### src/rtl/imm_pipe_gen.sv
// Immediate generator: decodes the immediate from a 32-bit instruction word and
// passes it, with a sideband tag, through a 2-entry skid buffer (registered in_ready).
module imm_pipe_gen #(
  parameter int XLEN        = 32,
  parameter bit AUTO_DECODE = 1'b1,
  parameter int TAG_W       = 5
) (
  input  logic             clk,
  input  logic             rst,
  input  logic             in_valid,
  output logic             in_ready,
  input  logic [31:0]      in_instr,
  input  logic [2:0]       in_imm_sel,
  input  logic [TAG_W-1:0] in_tag,
  output logic             out_valid,
  input  logic             out_ready,
  output logic [XLEN-1:0]  out_imm,
  output logic [TAG_W-1:0] out_tag,
  output logic             out_illegal,
  output logic [15:0]      illegal_cnt
);

  localparam logic [2:0] SEL_I = 3'd0, SEL_S = 3'd1, SEL_B = 3'd2,
                         SEL_U = 3'd3, SEL_J = 3'd4, SEL_Z = 3'd5;

  typedef enum logic [1:0] {EMPTY, ONE, FULL} state_e;

  typedef struct packed {
    logic [XLEN-1:0]  imm;
    logic [TAG_W-1:0] tag;
    logic             ill;
  } ent_t;

  state_e      state_q, state_d;
  ent_t        out_q, out_d, skid_q, skid_d, new_ent;
  logic        rdy_q, rdy_d;
  logic [15:0] cnt_q, cnt_d;
  logic [2:0]  sel;
  logic        bad;
  logic [XLEN-1:0] imm;
  logic        acc, drn;

  // Type selection: opcode decode or the explicit selector.
  always_comb begin
    sel = in_imm_sel;
    bad = 1'b0;
    if (AUTO_DECODE) begin
      case (in_instr[6:0])
        7'b0010011, 7'b0000011, 7'b1100111: sel = SEL_I;
        7'b0011011: begin sel = SEL_I; bad = (XLEN != 64); end
        7'b1110011: sel = in_instr[14] ? SEL_Z : SEL_I;
        7'b0100011: sel = SEL_S;
        7'b1100011: sel = SEL_B;
        7'b0110111, 7'b0010111: sel = SEL_U;
        7'b1101111: sel = SEL_J;
        default:    begin sel = SEL_I; bad = 1'b1; end
      endcase
    end else begin
      bad = (in_imm_sel > SEL_Z);
    end
  end

  // Start from a full sign fill and overlay the field bits.
  always_comb begin
    imm = {XLEN{in_instr[31]}};
    case (sel)
      SEL_I: imm[11:0] = in_instr[31:20];
      SEL_S: imm[11:0] = {in_instr[31:25], in_instr[11:7]};
      SEL_B: imm[12:0] = {in_instr[31], in_instr[7], in_instr[30:25], in_instr[11:8], 1'b0};
      SEL_U: imm[31:0] = {in_instr[31:12], 12'b0};
      SEL_J: imm[20:0] = {in_instr[31], in_instr[19:12], in_instr[20], in_instr[30:21], 1'b0};
      SEL_Z: begin imm = '0; imm[4:0] = in_instr[19:15]; end
      default: imm = '0;
    endcase
    if (bad) imm = '0;
  end

  assign new_ent   = '{imm: imm, tag: in_tag, ill: bad};
  assign out_valid = (state_q != EMPTY);
  assign acc       = in_valid & rdy_q;
  assign drn       = out_valid & out_ready;

  always_comb begin
    state_d = state_q;
    out_d   = out_q;
    skid_d  = skid_q;
    cnt_d   = cnt_q;
    if (drn && out_q.ill && cnt_q != 16'hFFFF) cnt_d = cnt_q + 16'd1;
    case (state_q)
      EMPTY: if (acc) begin state_d = ONE; out_d = new_ent; end
      ONE: begin
        if (acc && drn)  out_d = new_ent;
        else if (acc)    begin state_d = FULL; skid_d = new_ent; end
        else if (drn)    state_d = EMPTY;
      end
      FULL: if (drn) begin state_d = ONE; out_d = skid_q; end
      default: state_d = EMPTY;
    endcase
    rdy_d = (state_d != FULL);
  end

  always_ff @(posedge clk) begin
    if (rst) begin
      state_q <= EMPTY;
      out_q   <= '0;
      skid_q  <= '0;
      rdy_q   <= 1'b1;
      cnt_q   <= '0;
    end else begin
      state_q <= state_d;
      out_q   <= out_d;
      skid_q  <= skid_d;
      rdy_q   <= rdy_d;
      cnt_q   <= cnt_d;
    end
  end

  assign in_ready    = rdy_q;
  assign out_imm     = out_q.imm;
  assign out_tag     = out_q.tag;
  assign out_illegal = out_q.ill;
  assign illegal_cnt = cnt_q;

endmodule

### config.mk
export PLATFORM = sky130hd
export DESIGN_NAME = imm_pipe_gen
export DESIGN_NICKNAME = d
export VERILOG_FILES = /design/src/rtl/imm_pipe_gen.sv
export SDC_FILE = /design/constraint.sdc
export NUM_CORES = 1
export LEC_CHECK = 0
export ABC_CLOCK_PERIOD_IN_PS = 5500
export CORE_MARGIN = 3
export CORE_UTILIZATION = 50
export CTS_BUF_LIST = sky130_fd_sc_hd__clkbuf_8
export DETAILED_ROUTE_END_ITERATION = 10
export PLACE_DENSITY = 0.79
export SLEW_MARGIN = 20
export SYNTH_ARGS = -nofsm -noshare
export SYNTH_HDL_FRONTEND = slang
export SYNTH_SLANG_ARGS = --single-unit
export TNS_END_PERCENT = 10
### constraint.sdc
create_clock -name clk -period 5.5 [get_ports clk]
set_input_delay 0.825 -clock clk [delete_from_list [all_inputs] [get_ports clk]]
set_output_delay 0.825 -clock clk [all_outputs]
set_load 0.02 [all_outputs]
==> Yosys cells after proc, flatten, opt, wreduce, memory -nomap -nowiden <==
Cells that the tools add are included.
{ "totals": {"regBits": 95} }
{ "classes": {"add_sub_neg": 1, "n_eq_ne": 21, "n_mux": 18, "bitwise": 3, "n_reduce_logical": 14} }
{ "op_table": {"columns": ["op", "n"], "rows": [
  ["$mux W38", 3],
  ["$pmux W38 S3", 1],
  ["$pmux W12 S5", 1],
  ["$mux W32", 1],
  ["$eq A7 B7 Y1 const B", 4],
  ["$pmux W8 S3", 1],
  ["$pmux W11 S2", 1],
  ["$add A16 B1 Y16 const B", 1],
  ["$ne A16 B16 Y1 const B", 1],
  ["$pmux W3 S5", 1],
  ["$eq A7 B5 Y1 const B", 2],
  ["$eq A7 B6 Y1 const B", 2],
  ["$mux W2", 5],
  ["$reduce_or A9 Y1", 1],
  ["$ne A2 B2 Y1 const B", 4],
  ["$eq A7 B2 Y1 const B", 1],
  ["$eq A3 B2 Y1 const B", 2],
  ["$eq A3 B3 Y1 const B", 2],
  ["$pmux W2 S3", 1],
  ["$reduce_and A4 Y1", 1],
  ["$reduce_or A2 Y1", 2],
  ["$reduce_or A4 Y1", 1],
  ["$eq A3 B1 Y1 const B", 1],
  ["$logic_and A1 B1 Y1", 3],
  ["other kinds (13)", 14]
]} }

==> Longest topological paths before layout <==
Gate-level depths: netlist of run 1.
{ "depth": {"word_depth": 9, "depth_mapped": 8, "ltp_nobuf": 6} }

==> Least setup slack after synthesis of run 1 <==
Ideal clock, no wire load.
{ "synth_timing": {"path_kind": "input-to-reg", "start": "in in_instr[3]", "end": "reg skid_q[28] (netlist bit)", "arrival_ns": 2.254, "required_ns": 5.383, "setup_slack_ns": 3.129, "stages": 8, "path_buffers": 3, "cell_sequence": "or2_1 > buf_6 > nor3_4 > and3b_1 > and2_1 > buf_6 > buf_6 > a22o_1"} }
{ "synth_via": {"elab_chain_len": 7, "elab_cells_between_ends": 20, "cone_classes": "13 x eq/ne; 3 x mux; 4 x reduce/logical"} }
{ "synth_lines": {"columns": ["element", "line_no", "rtl"], "rows": [
  ["start, declared", "12", "input logic [31:0] in_instr,"],
  ["$eq A7 B6 Y1 / $eq A7 B5 Y1 (equally long branches)", "48", "case (in_instr[6:0])"],
  ["$reduce_or A2 Y1", "48", null],
  ["$pmux W3 S5", "48", null],
  ["$eq A3 B3 Y1 (tied with other cells)", "66", "case (sel)"],
  ["$reduce_or A4 Y1 (no source line)", null, null],
  ["$pmux W11 S2", "66", null],
  ["$mux W32 (*)", "75", "if (bad) imm = '0;"],
  ["end signal, assigned", "112", "skid_q <= skid_d;"],
  ["end, declared", "35", "ent_t out_q, out_d, skid_q, skid_d, new_ent;"]
]} }
Every way passes the cells marked *; elsewhere a longest branch is shown, timed or not.
A chain may end at the register's enable or synchronous reset.

==> Worst setup path in the final report of run 1 <==
{ "layout_timing": {"start": "in in_instr[4]", "end": "reg out_q (netlist bit out_imm[12])"} }
{ "layout_via": {"elab_chain_len": 9, "elab_cells_between_ends": 24, "cone_classes": "13 x eq/ne; 6 x mux; 5 x reduce/logical"} }
{ "layout_lines": {"columns": ["element", "line_no", "rtl"], "rows": [
  ["$eq A7 B6 Y1 / $eq A7 B5 Y1 (equally long branches)", "48", null],
  ["$reduce_or A2 Y1", "48", null],
  ["$pmux W3 S5", "48", null],
  ["$eq A3 B2 Y1 (tied with other cells)", "66", null],
  ["$reduce_or A3 Y1 (no source line) / $reduce_or A2 Y1 (equally long branches)", null, null],
  ["$pmux W1 S2", "66", null],
  ["$mux W32 (*)", "75", null],
  ["$mux W38, on equally long branches", "92, 90", null],
  ["$pmux W38 S3 (*)", "89", "case (state_q)"],
  ["end signal, assigned", "111", "out_q <= out_d;"],
  ["end, declared", "35", null]
]} }
Every way passes the cells marked *; elsewhere a longest branch is shown, timed or not. The select of a mux whose other input is x is not followed.

==> flow_metrics.py, run 1 <==
metrics = {
    "hold_path": {
        "worstHoldStart": "skid_q[19]$_SDFFE_PP0P_",
        "holdCritPathClass": "flop to flop",
    },
    "drt": {
        "wirelength_mm": 12.5,
        "met3_length_um": 918,
        "wire_per_inst_um": 16.8,
        "top_layer": "met4",
        "via_per_inst": 6.22,
        "wl_met1_mm": 5.47,
        "dr_wl_met2_mm": 5.96,
        "num_vias": 4637,
        "drtAntennaViolNets": 0,
        "drt_iter0_markers": 469,
        "drcViolationCount": 0,
        "drtPass1Iterations": 5,
    },
    "floorplan": {
        "core-area_um2": 8810,
        "start_util": 0.520,
        "die_x_um": 102,
        "dieHeight_um": 102,
        "row_count": 34,
        "pin_count": 100,
        "die_area_um2": 10300,
    },
    "global_route": {
        "antenna_found_initial": 0,
        "track_usage": 0.245,
        "grt_max_degree": 66,
        "grt_pass1_vias": 4382,
        "grt_pass1_wl_mm": 20.7,
        "overflow": 0,
    },
    "clock_tree": {
        "clk_latency_ns": 0.36,
        "cts_sinks": 95,
        "postCtsHoldBufs": 0,
        "path_clk_slew_ns": 0.09,
        "cts_made_buffers": 9,
        "ctsRootBufferMaster": "clkbuf_8",
        "cts-resized-gates": 0,
        "clockBufferDepth": 2,
        "h-tree-depth": 3,
        "cts_tree": "done",
        "cts_setup_buffers": 0,
    },
    "placement": {
        "hpwl_mm": 8.51,
        "finalWeightedCongestion": 0.904,
        "placed_area_um2": 5520,
        "port_buffers": 96,
    },
    "finish": {
        "diodes": 0,
        "layout-drive-gt1-share": 0.0549,
        "multiInputGateArea_um2": 2450,
        "regArea_um2": 1900,
        "design_area_um2": 5720,
        "fillers": 759,
        "area_growth_pct": 24.9,
        "layout.nets": 677,
    },
    "setup_path": {
        "crit_start": "in_instr[4]",
        "cp.required_ns": 5.77,
        "cp_max_fo": 17,
        "crit_type": "primary input to flop",
        "endpoint_kind": "flop",
        "cp-start-kind": "primary input",
        "worstReg2RegStart": "state_q[1]$_SDFF_PP0_",
        "cp.arrival_ns": 3.79,
    },
    "timing": {
        "finalCritPeriodShare": 0.640,
        "hold_viol_final": 0,
        "max_freq_ghz": 0.284,
        "finalClockSkew_ns": 0.0119,
        "finalCriticalPeriod_ns": 3.52,
        "finalSetupViolations": 0,
        "slew_headroom": 0.362,
        "worst_pin_slew_ns": 0.954,
        "slew_violations": 0,
        "fin_setup_tns_ns": 0,
        "rsz0062_at_grt": "no",
    },
    "power": {
        "ir_drop_uv": 123,
        "p_leak_nw": 2.00,
        "power-per-cell-area_nw_per_um2": 257,
    },
    "logic_synthesis": {
        "postSynthAreaPerCell_um2": 8.11,
        "synth.area.top_cells": "dfxtp_1, nor2_1, a21oi_1",
        "ys_ff_latch": 95,
        "syn_nets": 610,
        "synth_cells": 565,
        "synth_top_area_cell": "dfxtp_1",
        "synth-seq-area-share": 0.415,
        "yosys_warnings": 0,
        "synth-edff-count": 0,
        "synthArstFlopShare": 0,
        "syn-cell-area_um2": 4580,
        "synth_flop_cell": "dfxtp_1",
        "synth_top_area_frac": 0.415,
        "ys_types": 54,
    },
    "run": {
        "cap_violations": 0,
    },
    "run_status": {
        "status": "finished, final reports clean",
    },
}
## critical path, cell delays in order
cell             delay (ns)
clkdlybuf4s50_1        0.77
nor3b_2                0.80
and2_1                 0.26
or2_0                  0.68
a211oi_1               0.20
nor4_1                 0.25
## area by class of cell
cell class / count / share of cell area
sequential: 95 / 0.332
timing repair buffer: 102 / 0.175
clock inverter: 7 / 0.0131
multi-input combinational: 416 / 0.429
inverter: 8 / 0.00525
clock buffer: 9 / 0.0217
tap: 108 / 0.0236
## worst paths after layout
kind	endpoint	slack [ns]	depth (start not counted)
max	out_imm[12]$_SDFFE_PP0P_	1.98	6
min	skid_q[19]$_SDFFE_PP0P_	0.47	2
max reg2reg	skid_q[16]$_SDFFE_PP0P_	2.96	5
min reg2reg	skid_q[19]$_SDFFE_PP0P_	0.47	2
## sequential cells by signal (all words and copies together), names as in the netlist
| signal | flops |
|---|---|
| illegal_cnt | 16 |
| in_ready | 1 |
| out_illegal | 1 |
| out_imm | 32 |
| out_tag | 5 |
| skid_q | 38 |
| state_q | 2 |
## cells in the final DEF, fill, tap and decap left out, types with 6 or more instances in the layout
master and instances:
buf_4 6, nor2_1 66, inv_1 9, nand3_1 43
a211oi_1 29, dfxtp_1 95, a311oi_1 10, o21ai_0 29
a21oi_1 45, clkbuf_8 9, nor4_1 9, a22o_1 12
o211ai_1 6, a32o_1 6, mux2i_1 7, xor2_1 10
and3_1 6, o31ai_1 11, nand4_1 11, clkdlybuf4s50_1 95
nand2_1 55, a31oi_1 6
## synthesized netlist by cell type, types with 8 or more instances
master,count
o21ai_0,29
a211oi_1,29
nand4_1,11
a311oi_1,10
a22o_1,12
dfxtp_1,95
nor4_1,9
a21oi_1,45
nor2_1,67
nand2_1,55
clkbuf_1,27
xor2_1,10
nand3_1,43
o31ai_1,11
buf_2,11
inv_1,8
## layer usage
metal	vias up	GRT usage
met5	-	0
met4	0	0.103
met3	29	0.0393
met2	223	0.402
met1	2181	0.321
li1	2204	-
## report_power, final
| part | leakage, nW | switching, mW | internal, mW |
|---|---|---|---|
| sequential | 0.772 | 0.0167 | 0.714 |
| clock | 0.0968 | 0.251 | 0.211 |
| combinational | 1.13 | 0.163 | 0.116 |
| total | 2.00 | 0.430 | 1.04 |
## per-stage QoR
step | power (mW) | setup WS, ns | util | cells | hold WS, ns
2_1_floorplan | 0.905 | 3.13 | - | 565 | 0.425
3_3_place_gp | 1.02 | 1.72 | 0.626 | 729 | 0.435
3_5_place_dp | 1.02 | 1.60 | 0.626 | 729 | 0.444
4_1_cts | 1.48 | 1.98 | 0.649 | 745 | 0.466
5_1_grt | 1.53 | 1.67 | 0.650 | 745 | 0.488
6_report | 1.47 | 1.98 | 0.650 | 745 | 0.466
## cells by family after synthesis
kind of cell / Yosys count / synth area share
simple gates: 229 / 0.246
compound gates: 167 / 0.244
flops: 95 / 0.415
buf+inv: 54 / 0.0538
xor+xnor: 11 / 0.0210
mux: 8 / 0.0178
fa+ha+maj: 1 / 0.00273
Power figures use the tool's default switching activity.
==> run 2: changes to the inputs <==
--- a/config.mk
+++ b/config.mk
@@ -5,12 +5,12 @@
 export SDC_FILE = /design/constraint.sdc
 export NUM_CORES = 1
 export LEC_CHECK = 0
-export ABC_CLOCK_PERIOD_IN_PS = 5500
+export ABC_CLOCK_PERIOD_IN_PS = 3100
 export CORE_MARGIN = 3
-export CORE_UTILIZATION = 50
+export CORE_UTILIZATION = 47
 export CTS_BUF_LIST = sky130_fd_sc_hd__clkbuf_8
 export DETAILED_ROUTE_END_ITERATION = 10
-export PLACE_DENSITY = 0.79
+export PLACE_DENSITY = 0.78
 export SLEW_MARGIN = 20
 export SYNTH_ARGS = -nofsm -noshare
 export SYNTH_HDL_FRONTEND = slang
==> constraint.sdc (replaced) <==
create_clock -name clk -period 3.1 [get_ports clk]
set_input_delay 0.465 -clock clk [delete_from_list [all_inputs] [get_ports clk]]
set_output_delay 0.465 -clock clk [all_outputs]
set_load 0.02 [all_outputs]
==> run 2 against run 1 <==
Effect of this change: sequential power up 78%; die area up 6.0%; count of clock-buffer cells in the layout unchanged; largest cell class unchanged.
==> flow_metrics.py, run 2 (synthesized netlist as in run 1, its figures left out) <==
metrics = {
    "run_status": {
        "status": "finished, final reports clean",
    },
    "timing": {
        "finalClockSkew_ns": 0.0154,
        "finalSetupViolations": 0,
        "hold_ws_ns": 0.468,
        "slew_violations": 0,
        "finalCritPeriodShare": 0.772,
        "fin_setup_tns_ns": 0,
        "worst_pin_slew_ns": 0.709,
        "max_freq_ghz": 0.418,
        "rsz0062_at_grt": "no",
        "slew_headroom": 0.527,
        "worst_slack_ns": 0.706,
        "finalCriticalPeriod_ns": 2.39,
        "hold_viol_final": 0,
    },
    "floorplan": {
        "dieHeight_um": 105,
        "start_util": 0.489,
        "die_area_um2": 11000,
        "row_count": 35,
        "pin_count": 100,
        "die_x_um": 105,
        "core-area_um2": 9370,
    },
    "hold_path": {
        "holdCritPathClass": "flop to flop",
        "worstHoldStart": "skid_q[23]$_SDFFE_PP0P_",
        "hold_depth": 2,
    },
    "finish": {
        "top_register": "skid_q",
        "final_cell_mix": "dfxtp_1, clkdlybuf4s50_1, nor2_1, nand2_1, a21oi_1",
        "area_growth_pct": 27.8,
        "regArea_um2": 1900,
        "fillers": 832,
        "largest_register_ffs": 38,
        "diodes": 0,
        "multiInputGateArea_um2": 2450,
        "layout.nets": 692,
        "layout-drive-gt1-share": 0.0782,
    },
    "drt": {
        "drtPass1Iterations": 5,
        "drt_iter0_markers": 326,
        "drtAntennaViolNets": 0,
        "wire_per_inst_um": 16.3,
        "wirelength_mm": 12.7,
        "num_vias": 4650,
        "drcViolationCount": 0,
        "via_per_inst": 5.95,
    },
    "power": {
        "p_leak_nw": 2.08,
        "ir_drop_uv": 251,
        "p_total_mw": 2.60,
        "power-per-cell-area_nw_per_um2": 444,
    },
    "setup_path": {
        "cp-start-kind": "primary input",
        "cp.arrival_ns": 2.70,
        "cp.required_ns": 3.41,
        "cp_max_fo": 17,
        "endpoint_kind": "flop",
        "rr_worst_depth": 5,
        "crit_start": "in_instr[4]",
        "crit_type": "primary input to flop",
        "timing.reg2reg.setup_slack_ns": 1.05,
        "worstReg2RegStart": "state_q[1]$_SDFF_PP0_",
    },
    "global_route": {
        "grt_pass1_vias": 4404,
        "overflow": 0,
        "grt_pass1_wl_mm": 20.8,
        "grt_max_degree": 51,
        "antenna_found_initial": 0,
        "track_usage": 0.227,
    },
    "clock_tree": {
        "clockBufferDepth": 2,
        "clk_latency_ns": 0.37,
        "cts_setup_buffers": 0,
        "cts_tree": "done",
        "cts_made_buffers": 9,
        "postCtsHoldBufs": 0,
        "ctsRootBufferMaster": "clkbuf_8",
        "h-tree-depth": 3,
        "path_clk_slew_ns": 0.10,
        "cts_sinks": 95,
        "cts-resized-gates": 0,
    },
    "placement": {
        "hpwl_mm": 9.05,
        "place_ws_ns": 0.336,
        "port_buffers": 96,
        "finalWeightedCongestion": 0.924,
    },
    "run": {
        "cap_violations": 0,
    },
}
[run 2: per-stage QoR]
stage | area [um2] | std cells | utilization
floorplan | 4580 | 565 | -
global placement | 5670 | 765 | 0.605
detailed placement | 5670 | 765 | 0.605
CTS | 5850 | 781 | 0.625
global route | 5850 | 781 | 0.625
finish | 5850 | 781 | 0.625
[run 2: worst max-delay path, stage by stage]
cell             delay [ns]
clkdlybuf4s50_1        0.65
nor3b_2                0.40
a21oi_1                0.10
o22ai_2                0.18
and2_1                 0.62
a32o_1                 0.28
[run 2: power breakdown]
group	total [mW]	internal [mW]	switching, mW
sequential	1.30	1.27	0.0298
clock	0.791	0.312	0.479
combinational	0.511	0.221	0.290
[run 2: per-layer routing]
metal	share of wire	up-vias	track usage	routed length, um
met1	0.43	2208	0.298	5480
met5	0	-	0	0
met3	0.075	18	0.0494	953
met2	0.48	196	0.368	6070
li1	-	2228	-	-
met4	0.017	0	0.0806	214
[run 2: final cells by class]
type                            count  area share
Clock buffer                        9      0.0212
Clock inverter                      7      0.0107
Inverter                            8     0.00513
Multi-Input combinational cell    416       0.418
Sequential cell                    95       0.325
Tap cell                          129      0.0276
Timing Repair Buffer              117       0.192
[run 2: path summary, 6_finish.rpt]
path,to
max,skid_q[11]$_SDFFE_PP0P_
min,skid_q[23]$_SDFFE_PP0P_
max reg2reg,skid_q[11]$_SDFFE_PP0P_
min reg2reg,skid_q[23]$_SDFFE_PP0P_
==> run 3: changes to the inputs <==
--- a/config.mk
+++ b/config.mk
@@ -5,12 +5,12 @@
 export SDC_FILE = /design/constraint.sdc
 export NUM_CORES = 1
 export LEC_CHECK = 0
-export ABC_CLOCK_PERIOD_IN_PS = 3100
+export ABC_CLOCK_PERIOD_IN_PS = 2300
 export CORE_MARGIN = 3
-export CORE_UTILIZATION = 47
+export CORE_UTILIZATION = 50
 export CTS_BUF_LIST = sky130_fd_sc_hd__clkbuf_8
 export DETAILED_ROUTE_END_ITERATION = 10
-export PLACE_DENSITY = 0.78
+export PLACE_DENSITY = 0.79
 export SLEW_MARGIN = 20
 export SYNTH_ARGS = -nofsm -noshare
 export SYNTH_HDL_FRONTEND = slang
==> constraint.sdc (replaced) <==
create_clock -name clk -period 2.3 [get_ports clk]
set_input_delay 0.345 -clock clk [delete_from_list [all_inputs] [get_ports clk]]
set_output_delay 0.345 -clock clk [all_outputs]
set_load 0.02 [all_outputs]
==> run 3 against run 2 <==
Effect of this change: count of clock-buffer cells in the layout stayed put; clock power is 59% higher; combinational power is 40% higher; first-iteration DRC count is 21% higher; cell area is 3.1% higher; utilization is 6.1 points higher; worst hold slack hardly changed; via count is 2.2% higher; die area is 5.7% lower; critical endpoint is now skid_q[18]$_SDFFE_PP0P_.
==> flow_metrics.py, run 3 (synthesized netlist as in run 1, its figures left out) <==
metrics = {
    "run_status": {
        "status": "finished, final reports clean",
    },
    "timing": {
        "hold_viol_final": 0,
        "slew_violations": 0,
        "finalCriticalPeriod_ns": 2.13,
        "rsz0062_at_grt": "no",
        "hold_ws_ns": 0.467,
        "slew_headroom": 0.282,
        "max_freq_ghz": 0.470,
        "finalClockSkew_ns": 0.0115,
        "worst_pin_slew_ns": 1.08,
        "finalSetupViolations": 0,
        "finalCritPeriodShare": 0.925,
    },
    "clock_tree": {
        "clk_latency_ns": 0.37,
        "postCtsHoldBufs": 0,
        "cts-resized-gates": 0,
        "ctsRootBufferMaster": "clkbuf_8",
        "clockBufferDepth": 2,
        "path_clk_slew_ns": 0.10,
        "h-tree-depth": 3,
        "cts_tree": "done",
        "cts_setup_buffers": 0,
        "cts_made_buffers": 9,
        "cts_sinks": 95,
    },
    "drt": {
        "dr_wl_met2_mm": 6.30,
        "wirelength_mm": 13.2,
        "top_layer": "met4",
        "drt_iter0_markers": 394,
        "wl_met1_mm": 5.67,
        "drcViolationCount": 0,
        "drtAntennaViolNets": 0,
        "met3_length_um": 926,
        "via_per_inst": 6.07,
        "num_vias": 4750,
        "wire_per_inst_um": 16.8,
        "drtPass1Iterations": 5,
    },
    "placement": {
        "finalWeightedCongestion": 0.946,
        "hpwl_mm": 9.29,
        "port_buffers": 96,
    },
    "floorplan": {
        "die_x_um": 102,
        "pin_count": 100,
        "start_util": 0.520,
        "die_area_um2": 10300,
        "dieHeight_um": 102,
        "row_count": 34,
        "core-area_um2": 8810,
    },
    "setup_path": {
        "critPathSlowestCell": "nor2_2",
        "cp_max_fo": 24,
        "endpoint_kind": "flop",
        "cp.arrival_ns": 2.42,
        "cp.required_ns": 2.59,
        "max_stage_delay_ns": 0.82,
        "cp-start-kind": "flop",
        "crit_chain": "nand3b_1 -> nor3b_2 -> nor2_2 -> buf_4 -> nand2_1 -> o21ai_0",
        "crit_type": "flop to flop",
    },
    "global_route": {
        "track_usage": 0.256,
        "grt_pass1_wl_mm": 21.3,
        "grt_max_degree": 64,
        "antenna_found_initial": 0,
        "grt_pass1_vias": 4568,
        "overflow": 0,
    },
    "run": {
        "cap_violations": 0,
    },
    "finish": {
        "fillers": 728,
        "diodes": 0,
        "layout-drive-gt1-share": 0.108,
        "layout.nets": 714,
        "area_growth_pct": 31.7,
        "top_register": "skid_q",
        "largest_register_ffs": 38,
        "final_cell_mix": "dfxtp_1, clkdlybuf4s50_1, nor2_1, nand2_1, a21oi_1",
    },
    "power": {
        "p_leak_nw": 2.20,
        "power-per-cell-area_nw_per_um2": 618,
        "p_total_mw": 3.73,
        "ir_drop_uv": 359,
    },
    "hold_path": {
        "holdCritPathClass": "flop to flop",
    },
}
==> run 3: changes by cell type in the layout (fill, tap and decap cells not counted), sizes merged <==
| cell | before | now |
|---|---|---|
| buf | 22 | 44 |
| bufinv | 0 | 2 |
| clkinv | 2 | 0 |
| clkinvlp | 0 | 2 |
| inv | 13 | 11 |
==> run 3: worst paths after layout <==
check	cells past startpoint	slack [ns]	startpoint	end
setup / recovery	6	0.17	state_q[1]$_SDFF_PP0_	skid_q[18]$_SDFFE_PP0P_
hold / removal	2	0.47	skid_q[21]$_SDFFE_PP0P_	skid_q[21]$_SDFFE_PP0P_
setup reg to reg	6	0.17	state_q[1]$_SDFF_PP0_	skid_q[18]$_SDFFE_PP0P_
hold reg to reg	2	0.47	skid_q[21]$_SDFFE_PP0P_	skid_q[21]$_SDFFE_PP0P_
==> run 3: where the power goes <==
part | internal, mW | total [mW] | leakage (nW) | switching, mW
logic | 0.316 | 0.717 | 1.32 | 0.401
registers | 1.71 | 1.75 | 0.772 | 0.0416
clock network | 0.628 | 1.26 | 0.108 | 0.635
==> run 3: cell type report <==
| type | count | area [um2] | share of cell area |
|---|---|---|---|
| Multi-Input combinational cell | 416 | 2450 | 0.406 |
| Clock inverter | 7 | 104 | 0.0172 |
| Timing Repair Buffer | 139 | 1290 | 0.214 |
| Inverter | 8 | 30.0 | 0.00498 |
| Clock buffer | 9 | 124 | 0.0205 |
| Tap cell | 108 | 135 | 0.0224 |
| Sequential cell | 95 | 1900 | 0.315 |
==> run 3: stage by stage <==
step | instance area, um2 | cells | setup WS [ns] | TNS [ns] | util
floorplan | 4580 | 565 | 0.399 | 0 | -
global placement | 5810 | 766 | -0.0561 | -0.806 | 0.659
global route | 6030 | 782 | 0.0207 | 0 | 0.685
finish | 6030 | 782 | 0.174 | 0 | 0.685
detailed placement | 5810 | 766 | -0.134 | -3.13 | 0.659
CTS | 6030 | 782 | 0.231 | 0 | 0.685
==> run 3: per-layer routing <==
layer / vias to the layer above / GRT usage
li1: 2270 / -
met1: 2243 / 0.339
met2: 212 / 0.418
met3: 25 / 0.0475
met4: 0 / 0.0951
met5: - / 0
==> run 3: worst max-delay path: cells and delay by family, from the launching register on <==
family                 cells  cell delay [ns]
buffers and inverters      1             0.32
DFF                        1             0.46
and+or+nand+nor            4             1.21
AOI/OAI and AO/OA          1             0.07
